--- src/rtl/multdiv_pkg.sv ---
// rtl/multdiv_pkg.sv - shared constants and state type for the multdiv divider
package multdiv_pkg;

  localparam int DEFAULT_WIDTH = 32;

  function automatic int cnt_w(input int w);
    return $clog2(w) + 1;
  endfunction

  localparam int CNT_W = cnt_w(DEFAULT_WIDTH);

  typedef enum logic [1:0] {
    IDLE  = 2'd0,
    RUN   = 2'd1,
    FIXUP = 2'd2,
    DONE  = 2'd3
  } div_state_t;

endpackage

--- src/rtl/div_subtractor.sv ---
// rtl/div_subtractor.sv - N-bit subtract as a + ~b + 1 with parallel-prefix carry lookahead
module div_subtractor #(
  parameter int N = 33
) (
  input  logic [N-1:0] i_a,
  input  logic [N-1:0] i_b,
  output logic [N-1:0] o_diff,
  output logic         o_borrow
);

  // Kogge-Stone prefix over generate/propagate; carry-in is fixed at 1.
  function automatic logic [N:0] prefix_carries(input logic [N-1:0] g_in, input logic [N-1:0] p_in);
    logic [N-1:0] g, p, g_nx, p_nx;
    logic [N:0]   c;
    g = g_in;
    p = p_in;
    for (int d = 1; d < N; d = d * 2) begin
      g_nx = g;
      p_nx = p;
      for (int i = d; i < N; i++) begin
        g_nx[i] = g[i] | (p[i] & g[i-d]);
        p_nx[i] = p[i] & p[i-d];
      end
      g = g_nx;
      p = p_nx;
    end
    c[0] = 1'b1;
    for (int i = 0; i < N; i++) c[i+1] = g[i] | p[i];
    return c;
  endfunction

  logic [N-1:0] w_b_n, w_g, w_p;
  logic [N:0]   w_c;

  assign w_b_n    = ~i_b;
  assign w_g      = i_a & w_b_n;
  assign w_p      = i_a ^ w_b_n;
  assign w_c      = prefix_carries(w_g, w_p);
  assign o_diff   = w_p ^ w_c[N-1:0];
  assign o_borrow = ~w_c[N];

endmodule

--- src/rtl/multdiv_divider.sv ---
// rtl/multdiv_divider.sv - multicycle signed restoring divider, one quotient bit per cycle
// Optional remainder output enabled by defining MULTDIV_DIV_REMAINDER_EN.
module multdiv_divider
  import multdiv_pkg::*;
#(
  parameter int WIDTH = DEFAULT_WIDTH
) (
  input  logic             clock,
  input  logic             reset_n,
  input  logic             ctrl_DIV,
  input  logic [WIDTH-1:0] data_operandA,
  input  logic [WIDTH-1:0] data_operandB,
  output logic [WIDTH-1:0] data_result,
`ifdef MULTDIV_DIV_REMAINDER_EN
  output logic [WIDTH-1:0] data_remainder,
`endif
  output logic             data_exception,
  output logic             data_resultRDY,
  output logic             data_busy
);

  localparam int CW = cnt_w(WIDTH);

  div_state_t       r_state;
  logic [WIDTH-1:0] r_rem, r_quo, r_dvs, r_res;
  logic [CW-1:0]    r_cnt;
  logic             r_sign_q, r_dz;
`ifdef MULTDIV_DIV_REMAINDER_EN
  logic [WIDTH-1:0] r_rem_fix;
  logic             r_sign_r;
`endif

  logic [WIDTH-1:0] w_mag_a, w_mag_b;
  logic [WIDTH:0]   w_shift, w_diff;
  logic             w_borrow, w_b_zero;

  // Most-negative operand magnitude 2^(W-1) stays correct when read as unsigned.
  assign w_mag_a  = data_operandA[WIDTH-1] ? -data_operandA : data_operandA;
  assign w_mag_b  = data_operandB[WIDTH-1] ? -data_operandB : data_operandB;
  assign w_b_zero = (data_operandB == '0);
  assign w_shift  = {r_rem, r_quo[WIDTH-1]};

  div_subtractor #(.N(WIDTH + 1)) u_sub (
    .i_a      (w_shift),
    .i_b      ({1'b0, r_dvs}),
    .o_diff   (w_diff),
    .o_borrow (w_borrow)
  );

  always_ff @(posedge clock or negedge reset_n) begin
    if (!reset_n) begin
      r_state        <= IDLE;
      r_rem          <= '0;
      r_quo          <= '0;
      r_dvs          <= '0;
      r_res          <= '0;
      r_cnt          <= '0;
      r_sign_q       <= 1'b0;
      r_dz           <= 1'b0;
      data_result    <= '0;
      data_exception <= 1'b0;
      data_resultRDY <= 1'b0;
      data_busy      <= 1'b0;
`ifdef MULTDIV_DIV_REMAINDER_EN
      r_rem_fix      <= '0;
      r_sign_r       <= 1'b0;
      data_remainder <= '0;
`endif
    end else begin
      data_resultRDY <= 1'b0;

      // Publish the finished op; a start in this same cycle overrides state/busy below.
      if (r_state == DONE) begin
        data_resultRDY <= 1'b1;
        data_busy      <= 1'b0;
        data_result    <= r_dz ? '0 : r_res;
        data_exception <= r_dz;
`ifdef MULTDIV_DIV_REMAINDER_EN
        data_remainder <= r_dz ? '0 : r_rem_fix;
`endif
        r_state        <= IDLE;
      end

      if (ctrl_DIV) begin
        r_rem     <= '0;
        r_quo     <= w_mag_a;
        r_dvs     <= w_mag_b;
        r_sign_q  <= data_operandA[WIDTH-1] ^ data_operandB[WIDTH-1];
        r_dz      <= w_b_zero;
        r_cnt     <= '0;
        data_busy <= 1'b1;
        r_state   <= w_b_zero ? DONE : RUN;
`ifdef MULTDIV_DIV_REMAINDER_EN
        r_sign_r  <= data_operandA[WIDTH-1];
`endif
        if (r_state != DONE) data_exception <= 1'b0;
      end else begin
        case (r_state)
          RUN: begin
            r_rem <= w_borrow ? w_shift[WIDTH-1:0] : w_diff[WIDTH-1:0];
            r_quo <= {r_quo[WIDTH-2:0], ~w_borrow};
            r_cnt <= r_cnt + CW'(1);
            if (r_cnt == CW'(WIDTH - 1)) r_state <= FIXUP;
          end
          FIXUP: begin
            r_res     <= r_sign_q ? -r_quo : r_quo;
`ifdef MULTDIV_DIV_REMAINDER_EN
            r_rem_fix <= r_sign_r ? -r_rem : r_rem;
`endif
            r_state   <= DONE;
          end
          default: ;
        endcase
      end
    end
  end

endmodule

--- config.mk ---
export PLATFORM = sky130hd
export DESIGN_NAME = multdiv_divider
export DESIGN_NICKNAME = d
export VERILOG_FILES = /design/src/rtl/multdiv_pkg.sv /design/src/rtl/div_subtractor.sv /design/src/rtl/multdiv_divider.sv
export SDC_FILE = /design/constraint.sdc
export NUM_CORES = 1
export LEC_CHECK = 0
export CAP_MARGIN = 40
export CORE_ASPECT_RATIO = 0.5
export CORE_MARGIN = 10
export CORE_UTILIZATION = 30
export DETAILED_ROUTE_END_ITERATION = 16
export HOLD_SLACK_MARGIN = 0.06
export SYNTH_ARGS = -nofsm -noshare
export SYNTH_HDL_FRONTEND = slang
export SYNTH_SLANG_ARGS = --single-unit
--- constraint.sdc ---
create_clock -name clock -period 2.4 [get_ports clock]
set_input_delay 0.36 -clock clock [delete_from_list [all_inputs] [get_ports clock]]
set_output_delay 0.36 -clock clock [all_outputs]
set_load 0.05 [all_outputs]
==> flow_summary_export.csv, run 1 <==
group,metric,value,unit
synth,ys.flop_type,"dfrtp_1",
worst_setup_path,path_cells,"inv_2, ha_4, o211ai_1, a21oi_2, nor3b_2, o21ai_2, o21a_1, o21ai_2, nand2_4, buf_12, buf_16, nand2_1, a311oi_2",
final_layout,antenna_cells,0,
synth,syn_inst,1173,
synth,async_flop_share,1.00,
detailed_routing,first_iter_violations,567,
cts,clock_path_buffers,2,
worst_setup_path,crit_path_max_fanout,8,
cts,clock-sinks,173,
timing,max_slew_margin,0.624,
synth,ys_seq_elements,173,
final_layout,layout-drive-gt1-share,0.312,
worst_setup_path,crit_required,2.68,ns
detailed_routing,detail-route-antenna-nets,0,
final_layout,fill_cells,3283,
global_routing,grtUsageMet1,0.155,
worst_setup_path,crit_path_end_kind,"flop",
synth,synth_warnings,0,
cts,path_clk_slew,0.07,ns
global_routing,busiest_layer,"met2",
detailed_routing,vias_per_cell,4.91,
global_routing,grt_pass1_wl,48500,µm
cts,cts.root.buffer_cell,"clkbuf_16",
detailed_routing,drc_errors,0,
timing,worst_pin_slew,0.565,ns
cts,cts_buffers,17,
floorplanning,core-area,0.0346,mm²
timing,whs,0.350,ns
timing,finalWorstSetupSlack,-0.352,ns
final_layout,final_nets,1566,
placed_design,gp_congestion,0.828,
worst_hold_path,worstHoldPathType,"in2reg",
pwr,power.static_leakage,0.00713,µW
placed_design,dp_hpwl,20800,µm
cts,cts_htree_levels,4,
floorplanning,die_w,285,µm
worst_setup_path,crit_top_cell,"o21ai_2",
outcome,violations,"negative setup slack",
placed_design,dp_slack,-0.950,ns
floorplanning,start_util,0.306,
floorplanning,dieArea,0.0436,mm²
worst_setup_path,crit_slowest_cell,"dfrtp_2",
placed_design,placed_cell_area,0.0136,mm²
timing,finalCriticalPeriod,2.75,ns
final_layout,layout_common_cells,"buf_4, dfrtp_1, nand2_1",
synth,synth.distinct_cells,60,
worst_setup_path,critical_path_class,"reg2reg",
global_routing,met3_usage,0.0211,
synth,seq_area_frac_synth,0.410,
placed_design,port_buffers,101,
floorplanning,fp.dieH,153,µm
global_routing,met2_usage,0.240,
floorplanning,rows,48,
synth,synth_area_per_cell,9.01,µm²
timing,fmaxAchievable,0.363,GHz
detailed_routing,totalWireLength,29900,µm
synth,netlist_area,0.0106,mm²
detailed_routing,vias,9568,
timing,rsz0062_at_grt,"true",
timing,setup_violations,44,
synth,synth_edf_count,0,
timing,drv_slew,0,
timing,finClkSkew,0.0107,ns
global_routing,grt_util_all_layers,0.132,
final_layout,final_common_cell,"buf_4",
worst_setup_path,cp.arrival,3.03,ns
global_routing,grt_max_degree,107,
synth,syn-num-nets,1280,
cts,insertion_delay,0.44,ns
floorplanning,io_pins,102,
timing,finalHoldViolCount,0,
detailed_routing,wl_per_cell,15.4,µm
global_routing,grt_pass1_vias,9765,
pwr,powerDensity,826,mW/mm²
cts,cts_tree,"built",
worst_setup_path,cpPeakStageDelay,0.44,ns
global_routing,antenna_found_initial,0,
global_routing,grt-ovfl-total,0,
pwr,vdd_ir_drop_max,0.000795,V
job,cap_violations,0,
timing,period_share,1.15,
worst_setup_path,start_kind,"flop",
final_layout,post-route-cell-area,0.0154,mm²
outcome,status,"finished with violations",
final_layout,synthToLayoutAreaGrowth,45.9,%
detailed_routing,dr.pass1.iters,5,
==> per-stage QoR <==
stage | TNS (ns) | power (µW) | util | instances
final | -11.62 | 12700 | 0.446 | 1947
after global routing | -15.99 | 13400 | 0.446 | 1947
after CTS | -8.95 | 11900 | 0.430 | 1935
after detailed placement | -29.08 | 8020 | 0.394 | 1880
after global placement | -27.13 | 7910 | 0.394 | 1880
after floorplan | -0.810 | 6120 | - | 1173
==> state kept, by name, summed over array words and instances (netlist names) <==
signal	cells
data_busy	1
data_exception	1
data_result	32
data_resultRDY	1
r_cnt	6
r_dvs	32
r_dz	1
r_quo	32
r_rem	32
r_res	32
r_sign_q	1
r_state	2
==> cell families after synthesis <==
family	after synthesis	synth area share
AND/OR/NAND/NOR	371	0.176
buffers and inverters	118	0.0423
multiplexers	27	0.0256
flip-flops	173	0.410
AO/OA/AOI/OAI	329	0.204
adder cells (fa/ha/maj)	40	0.0474
XOR/XNOR	115	0.0953
==> metal layers <==
metal | vias up | routed length (µm)
li1 | 4745 | -
met1 | 4648 | 13000
met2 | 137 | 15600
met3 | 38 | 646
met4 | 0 | 623
met5 | - | 0
==> path summary, 6_finish.rpt <==
path	startpoint	slack [ns]	depth (start not counted)	to
worst min-delay path	data_operandB[0]	0.35	4	r_dvs[0]
worst max register to register	r_quo[31]	-0.35	13	r_rem[16]
min in group asynchronous	reset_n	0.43	2	r_dvs[21]
worst max-delay path	r_quo[31]	-0.35	13	r_rem[16]
max in group asynchronous	reset_n	1.26	3	r_rem[0]
worst min register to register	r_res[6]	0.48	2	r_res[6]
==> repair_timing <==
action	4_1_cts	5_1_grt
setup buffers	19	13
gates resized for setup	121	104
gates cloned	4	1
endpoints found under the hold margin	47	0
hold buffers	1	0
endpoints found under the setup margin	66	68
pin swaps	73	47
==> critical path: cells and delay by family, from the launching register on <==
| family | cells | cell delay (ns) |
|---|---|---|
| AOI/OAI and AO/OA | 6 | 1.05 |
| adders and majority gates | 1 | 0.20 |
| buffers and inverters | 3 | 0.39 |
| DFF | 1 | 0.44 |
| and+or+nand+nor | 3 | 0.50 |
==> cell type report <==
cell class | count | area, µm² | area share
Multi-Input combinational cell | 882 | 6670 | 0.433
Sequential cell | 173 | 4330 | 0.281
Timing Repair Buffer | 331 | 3030 | 0.196
Tap cell | 475 | 594 | 0.0385
Clock buffer | 21 | 470 | 0.0305
Inverter | 54 | 220 | 0.0143
Clock inverter | 11 | 105 | 0.00681
==> power breakdown <==
group          switching [µW]  total [µW]  leakage [µW]  internal, µW
logic                    3060        6430       0.00463          3370
registers                 308        3580       0.00223          3270
clock network            1200        2730      0.000278          1520
==> cell usage after synthesis, types with 10 or more instances <==
library cell  count  area (µm²)
nor3_1           11        55.1
o21ai_0          91         455
buf_1            13        48.8
or4_1            10        75.1
nor2b_1          46         288
clkbuf_1         48         180
mux2i_1          27         270
xor2_1           77         674
xnor2_1          38         333
o31ai_1          29         218
nor2_1           82         308
ha_1             40         500
a311oi_1         25         219
dfrtp_1         173        4330
inv_1            53         199
nand3_1          13        65.1
a21oi_1          70         350
or3_1            12        75.1
nand2_1         148         556
a31o_2           34         298
o41ai_1          13         114
a211oi_1         14         105
Power figures use the tool's default switching activity.
==> inputs of run 2 (changes only) <==
- CORE_MARGIN: 10 -> default
- clock period: 2.4 -> 3.35 ns (I/O delays scaled with it)
==> run 2 against run 1 <==
Against the previous run: clock skew is 0.00077 ns higher; highest routed layer unchanged; worst hold slack better by 0.054 ns; final cell count shrank 9.6%; flip-flop and latch count is the same; the flow now finishes without violations.
==> flow_summary_export.csv, run 2 (synthesis gave the netlist of run 1 again) <==
group,metric,value,unit
timing,whs,0.404,ns
final_layout,antenna_cells,0,
floorplanning,io_pins,102,
cts,cts.root.buffer_cell,"clkbuf_16",
worst_setup_path,critical_path_class,"reg2reg",
cts,clock_path_buffers,2,
detailed_routing,first_iter_violations,488,
final_layout,multi_input_area,0.00582,mm²
timing,period_share,0.913,
timing,setup_violations,0,
worst_setup_path,crit_path_max_fanout,16,
timing,worst_pin_slew,0.828,ns
global_routing,grt_util_all_layers,0.149,
cts,insertion_delay,0.44,ns
worst_setup_path,start_kind,"flop",
timing,finClkSkew,0.0115,ns
cts,cts_htree_levels,4,
detailed_routing,vias_per_cell,5.02,
detailed_routing,dr.pass1.iters,4,
final_layout,layout_common_cells,"dfrtp_1, nand2_1, clkdlybuf4s50_1",
pwr,powerDensity,554,mW/mm²
timing,tns,0,ns
worst_hold_path,worstHoldPathType,"in2async",
cts,cts_tree,"built",
final_layout,final_common_cell,"dfrtp_1",
global_routing,grt_max_degree,91,
global_routing,grt-ovfl-total,0,
worst_setup_path,cp.arrival,3.40,ns
floorplanning,fp.dieH,135,µm
final_layout,synthToLayoutAreaGrowth,23.1,%
timing,max_slew_margin,0.446,
detailed_routing,wl_per_cell,14.8,µm
global_routing,grt_pass1_vias,8761,
timing,finalCriticalPeriod,3.06,ns
detailed_routing,totalWireLength,26100,µm
timing,fmaxAchievable,0.327,GHz
timing,finalHoldViolCount,0,
pwr,power.static_leakage,0.00586,µW
timing,finalWorstSetupSlack,0.292,ns
final_layout,fill_cells,3475,
floorplanning,dieArea,0.0360,mm²
global_routing,grt_pass1_wl,43500,µm
outcome,status,"finished, final reports clean",
floorplanning,core-area,0.0346,mm²
detailed_routing,drc_errors,0,
final_layout,layout-drive-gt1-share,0.107,
placed_design,dp_hpwl,18900,µm
cts,cts_buffers,17,
placed_design,gp_congestion,0.855,
floorplanning,start_util,0.306,
worst_setup_path,crit_path_end_kind,"flop",
final_layout,ff_latch_area,0.00433,mm²
final_layout,fin_util,0.376,
placed_design,port_buffers,101,
pwr,vdd_ir_drop_max,0.000335,V
worst_setup_path,crit_required,3.69,ns
timing,drv_slew,0,
cts,path_clk_slew,0.07,ns
job,cap_violations,0,
global_routing,antenna_found_initial,0,
timing,rsz0062_at_grt,"false",
floorplanning,die_w,267,µm
detailed_routing,detail-route-antenna-nets,0,
final_layout,final_nets,1380,
detailed_routing,vias,8831,
placed_design,dp_slack,-0.0359,ns
cts,clock-sinks,173,
floorplanning,rows,48,
==> run 2: routing by layer <==
| metal | track usage | vias to the layer above | routed length, µm |
|---|---|---|---|
| met2 | 0.259 | 162 | 12900 |
| met5 | 0 | - | 0 |
| met1 | 0.186 | 4272 | 11900 |
| li1 | - | 4351 | - |
| met3 | 0.0243 | 46 | 712 |
| met4 | 0.0543 | 0 | 544 |
==> run 2: final cells by class <==
class                      instances  share of cell area
clock buffer                      18              0.0338
clock inverter                    13              0.0120
multi-input combinational        882               0.447
timing repair buffer             145               0.113
tap                              475              0.0457
inverter                          54              0.0156
sequential                       173               0.333
==> run 2: worst paths after layout <==
check / from / to / cells past startpoint / slack (ns)
hold / removal: reset_n / r_dvs[22] / 2 / 0.40
setup / recovery: r_quo[31] / r_rem[26] / 13 / 0.29
hold reg to reg: r_res[16] / r_res[16] / 2 / 0.49
min in group clock: r_res[16] / r_res[16] / 2 / 0.49
max in group asynchronous: reset_n / r_res[2] / 4 / 1.92
setup reg to reg: r_quo[31] / r_rem[26] / 13 / 0.29
==> run 2: per-stage QoR <==
step,instance area [µm²],instances,power [µW]
finish,13000,1760,7200
global route,13000,1760,7660
CTS,13000,1760,7240
detailed placement,12400,1728,5170
global placement,12300,1723,5060
floorplan,10600,1173,4310
==> run 2: what timing repair did <==
action / CTS / global route
buffers inserted: 0 / 0
setup endpoints to repair: 0 / 4
hold endpoints to repair: 2 / 0
hold buffers: 1 / 0
gates resized for setup: 0 / 2
==> run 2: worst max-delay path: stages (launching register included) <==
cell      delay (ns)
dfrtp_1         0.38
inv_1           0.16
ha_1            0.29
o211ai_1        0.22
a21oi_1         0.16
nor3b_2         0.26
o21ai_1         0.11
buf_4           0.16
o21a_1          0.19
o21ai_1         0.30
nand2_1         0.13
buf_4           0.23
mux2i_1         0.14
a211oi_1        0.23
==> run 2: report_power, final <==
part	switching [µW]	leakage, µW	internal, µW
Clock	900	0.000297	1140
Sequential	262	0.00223	2350
Combinational	1410	0.00333	1150
Total	2570	0.00586	4630
==> inputs of run 3 (changes only) <==
- CAP_MARGIN: 40 -> default
- REMOVE_ABC_BUFFERS: default -> 1
==> run 3 against run 2 <==
Against the previous run: register-to-register slack is essentially flat; highest routed layer unchanged; largest power group unchanged; global-route usage grew 0.16 points; final cell count is 0.11% lower; first-iteration DRC count rose by 12%; setup slack lost 0.0016 ns; routed wire length is 1.5% higher.
==> flow_summary_export.csv, run 3 (synthesis gave the netlist of run 1 again) <==
group,metric,value,unit
outcome,status,"finished, final reports clean",
pwr,pwr-share-clk,0.298,
final_layout,antenna_cells,0,
detailed_routing,dr_wl_met2,13300,µm
floorplanning,io_pins,102,
detailed_routing,detail-route-antenna-nets,0,
detailed_routing,drc_errors,0,
timing,max_slew_margin,0.255,
placed_design,port_buffers,101,
timing,period_share,0.913,
timing,finalHoldViolCount,0,
cts,path_clk_slew,0.07,ns
pwr,powerDensity,555,mW/mm²
pwr,p_int,4610,µW
cts,cts_tree,"built",
pwr,p_sw,2560,µW
global_routing,grt_pass1_vias,8588,
detailed_routing,first_iter_violations,546,
final_layout,final_cells,1758,
global_routing,grt-ovfl-total,0,
cts,insertion_delay,0.45,ns
cts,cts_buffers,17,
detailed_routing,dr.pass1.iters,5,
final_layout,post-route-cell-area,0.0129,mm²
timing,drv_slew,0,
placed_design,placed_cell_area,0.0123,mm²
detailed_routing,totalWireLength,26500,µm
final_layout,layout_common_cells,"dfrtp_1, nand2_1, clkdlybuf4s50_1",
worst_setup_path,crit_top_cell,"or4_4",
global_routing,grt_max_degree,101,
pwr,seqPwrFrac,0.364,
timing,worst_pin_slew,1.12,ns
worst_hold_path,worstHoldPathType,"in2async",
placed_design,placed_cells,1726,
pwr,vdd_ir_drop_max,0.000279,V
worst_setup_path,crit_path_end_kind,"flop",
floorplanning,start_util,0.306,
detailed_routing,drt-met1-wl,12000,µm
floorplanning,die_w,267,µm
placed_design,gp_congestion,0.870,
pwr,power.share.switching,0.357,
detailed_routing,vias,8705,
cts,clock_path_buffers,2,
floorplanning,core-area,0.0346,mm²
final_layout,synthToLayoutAreaGrowth,22.1,%
floorplanning,rows,48,
detailed_routing,wl_per_cell,15.1,µm
timing,fmaxAchievable,0.327,GHz
final_layout,multi_input_area,0.00581,mm²
final_layout,ff_latch_area,0.00433,mm²
floorplanning,dieArea,0.0360,mm²
worst_setup_path,critical_path_class,"reg2reg",
detailed_routing,met3WireLength,617,µm
job,cap_violations,0,
timing,finClkSkew,0.0107,ns
cts,cts_setup_buffers,0,
worst_setup_path,path_cells,"inv_1, ha_1, nor2b_1, nand3_1, or4_4, or2_1, nand2b_4, or4_4, o21ai_2, xor2_1, o21ai_1",
final_layout,layout-drive-gt1-share,0.104,
worst_setup_path,crit_required,3.65,ns
final_layout,final_common_cell,"dfrtp_1",
placed_design,dp_hpwl,18800,µm
pwr,power,7170,µW
global_routing,antenna_found_initial,0,
timing,rsz0062_at_grt,"false",
cts,cts_htree_levels,4,
timing,setup_violations,0,
pwr,p_comb_frac,0.338,
detailed_routing,top_layer,"met4",
detailed_routing,vias_per_cell,4.95,
worst_setup_path,crit_path_max_fanout,4,
timing,finalCriticalPeriod,3.06,ns
final_layout,final_nets,1377,
worst_setup_path,cp.arrival,3.36,ns
global_routing,grt_util_all_layers,0.150,
cts,clock-sinks,173,
cts,cts.root.buffer_cell,"clkbuf_16",
final_layout,fill_cells,3514,
pwr,power.static_leakage,0.00580,µW
worst_setup_path,start_kind,"flop",
worst_setup_path,crit_slowest_cell,"or4_4",
worst_setup_path,cpPeakStageDelay,0.45,ns
global_routing,grt_pass1_wl,43700,µm
floorplanning,fp.dieH,135,µm
[run 3: changes by cell type in the layout (fill, tap and decap cells not counted), moves of 2 or more]
cell / before / now
buf_12: 5 / 2
clkinv_2: 2 / 0
clkinv_4: 3 / 1
inv_6: 3 / 6
buf_16: 3 / 0
buf_4: 36 / 40
clkinvlp_4: 0 / 3
[run 3: metal layers]
| layer | up-vias | track usage |
|---|---|---|
| li1 | 4343 | - |
| met2 | 108 | 0.265 |
| met5 | - | 0 |
| met3 | 30 | 0.0250 |
| met1 | 4224 | 0.188 |
| met4 | 0 | 0.0463 |
[run 3: repair_timing]
item	in CTS	in global routing
endpoints found under the setup margin	0	1
hold buffers	0	0
hold endpoints to repair	0	0
gates resized for setup	0	1
[run 3: cell type report]
class,count,area share
clock buffers,17,0.0330
clock inverters,15,0.0152
repair buffers,142,0.104
flip-flops and latches,173,0.336
well taps,475,0.0461
multi-input cells,882,0.450
inverters,54,0.0157
[run 3: power groups by stage]
stage	clock network (µW)	logic [µW]	registers, µW
CTS	2190	2420	2600
detailed placement	0	2400	2640
floorplan	0	1660	2570
finish	2140	2420	2610
global route	2270	2720	2650
global placement	0	2340	2630
[run 3: final timing paths]
kind / start / endpoint / slack, ns / cells after the start
worst min register to register: r_res[11] / r_res[11] / 0.48 / 2
max in group asynchronous: reset_n / r_quo[10] / 2.30 / 2
worst max register to register: r_quo[0] / r_res[30] / 0.29 / 11
worst max-delay path: r_quo[0] / r_res[30] / 0.29 / 11
worst min-delay path: reset_n / r_dvs[25] / 0.15 / 1
min in group clock: r_res[11] / r_res[11] / 0.48 / 2
[run 3: worst max-delay path: cells and delay by family (launching register included)]
kind / cells / cell delay [ns]
xor gates and xnor gates: 1 / 0.18
AOI/OAI and AO/OA: 2 / 0.21
and+or+nand+nor: 6 / 1.79
buffers and inverters: 1 / 0.10
adders and majority gates: 1 / 0.20
DFF: 1 / 0.42
[run 3: through the flow]
| step | hold slack [ns] | util | setup slack [ns] | setup TNS, ns |
|---|---|---|---|---|
| final | 0.152 | 0.373 | 0.291 | 0 |
| after global routing | 0.254 | 0.373 | 0.0371 | 0 |
| after CTS | 0.204 | 0.373 | 0.272 | 0 |
| after detailed placement | 0.475 | 0.355 | -0.0525 | -0.0966 |
| after global placement | 0.462 | 0.355 | 0.0121 | 0 |
| after floorplan | 0.207 | - | -0.516 | -2.35 |
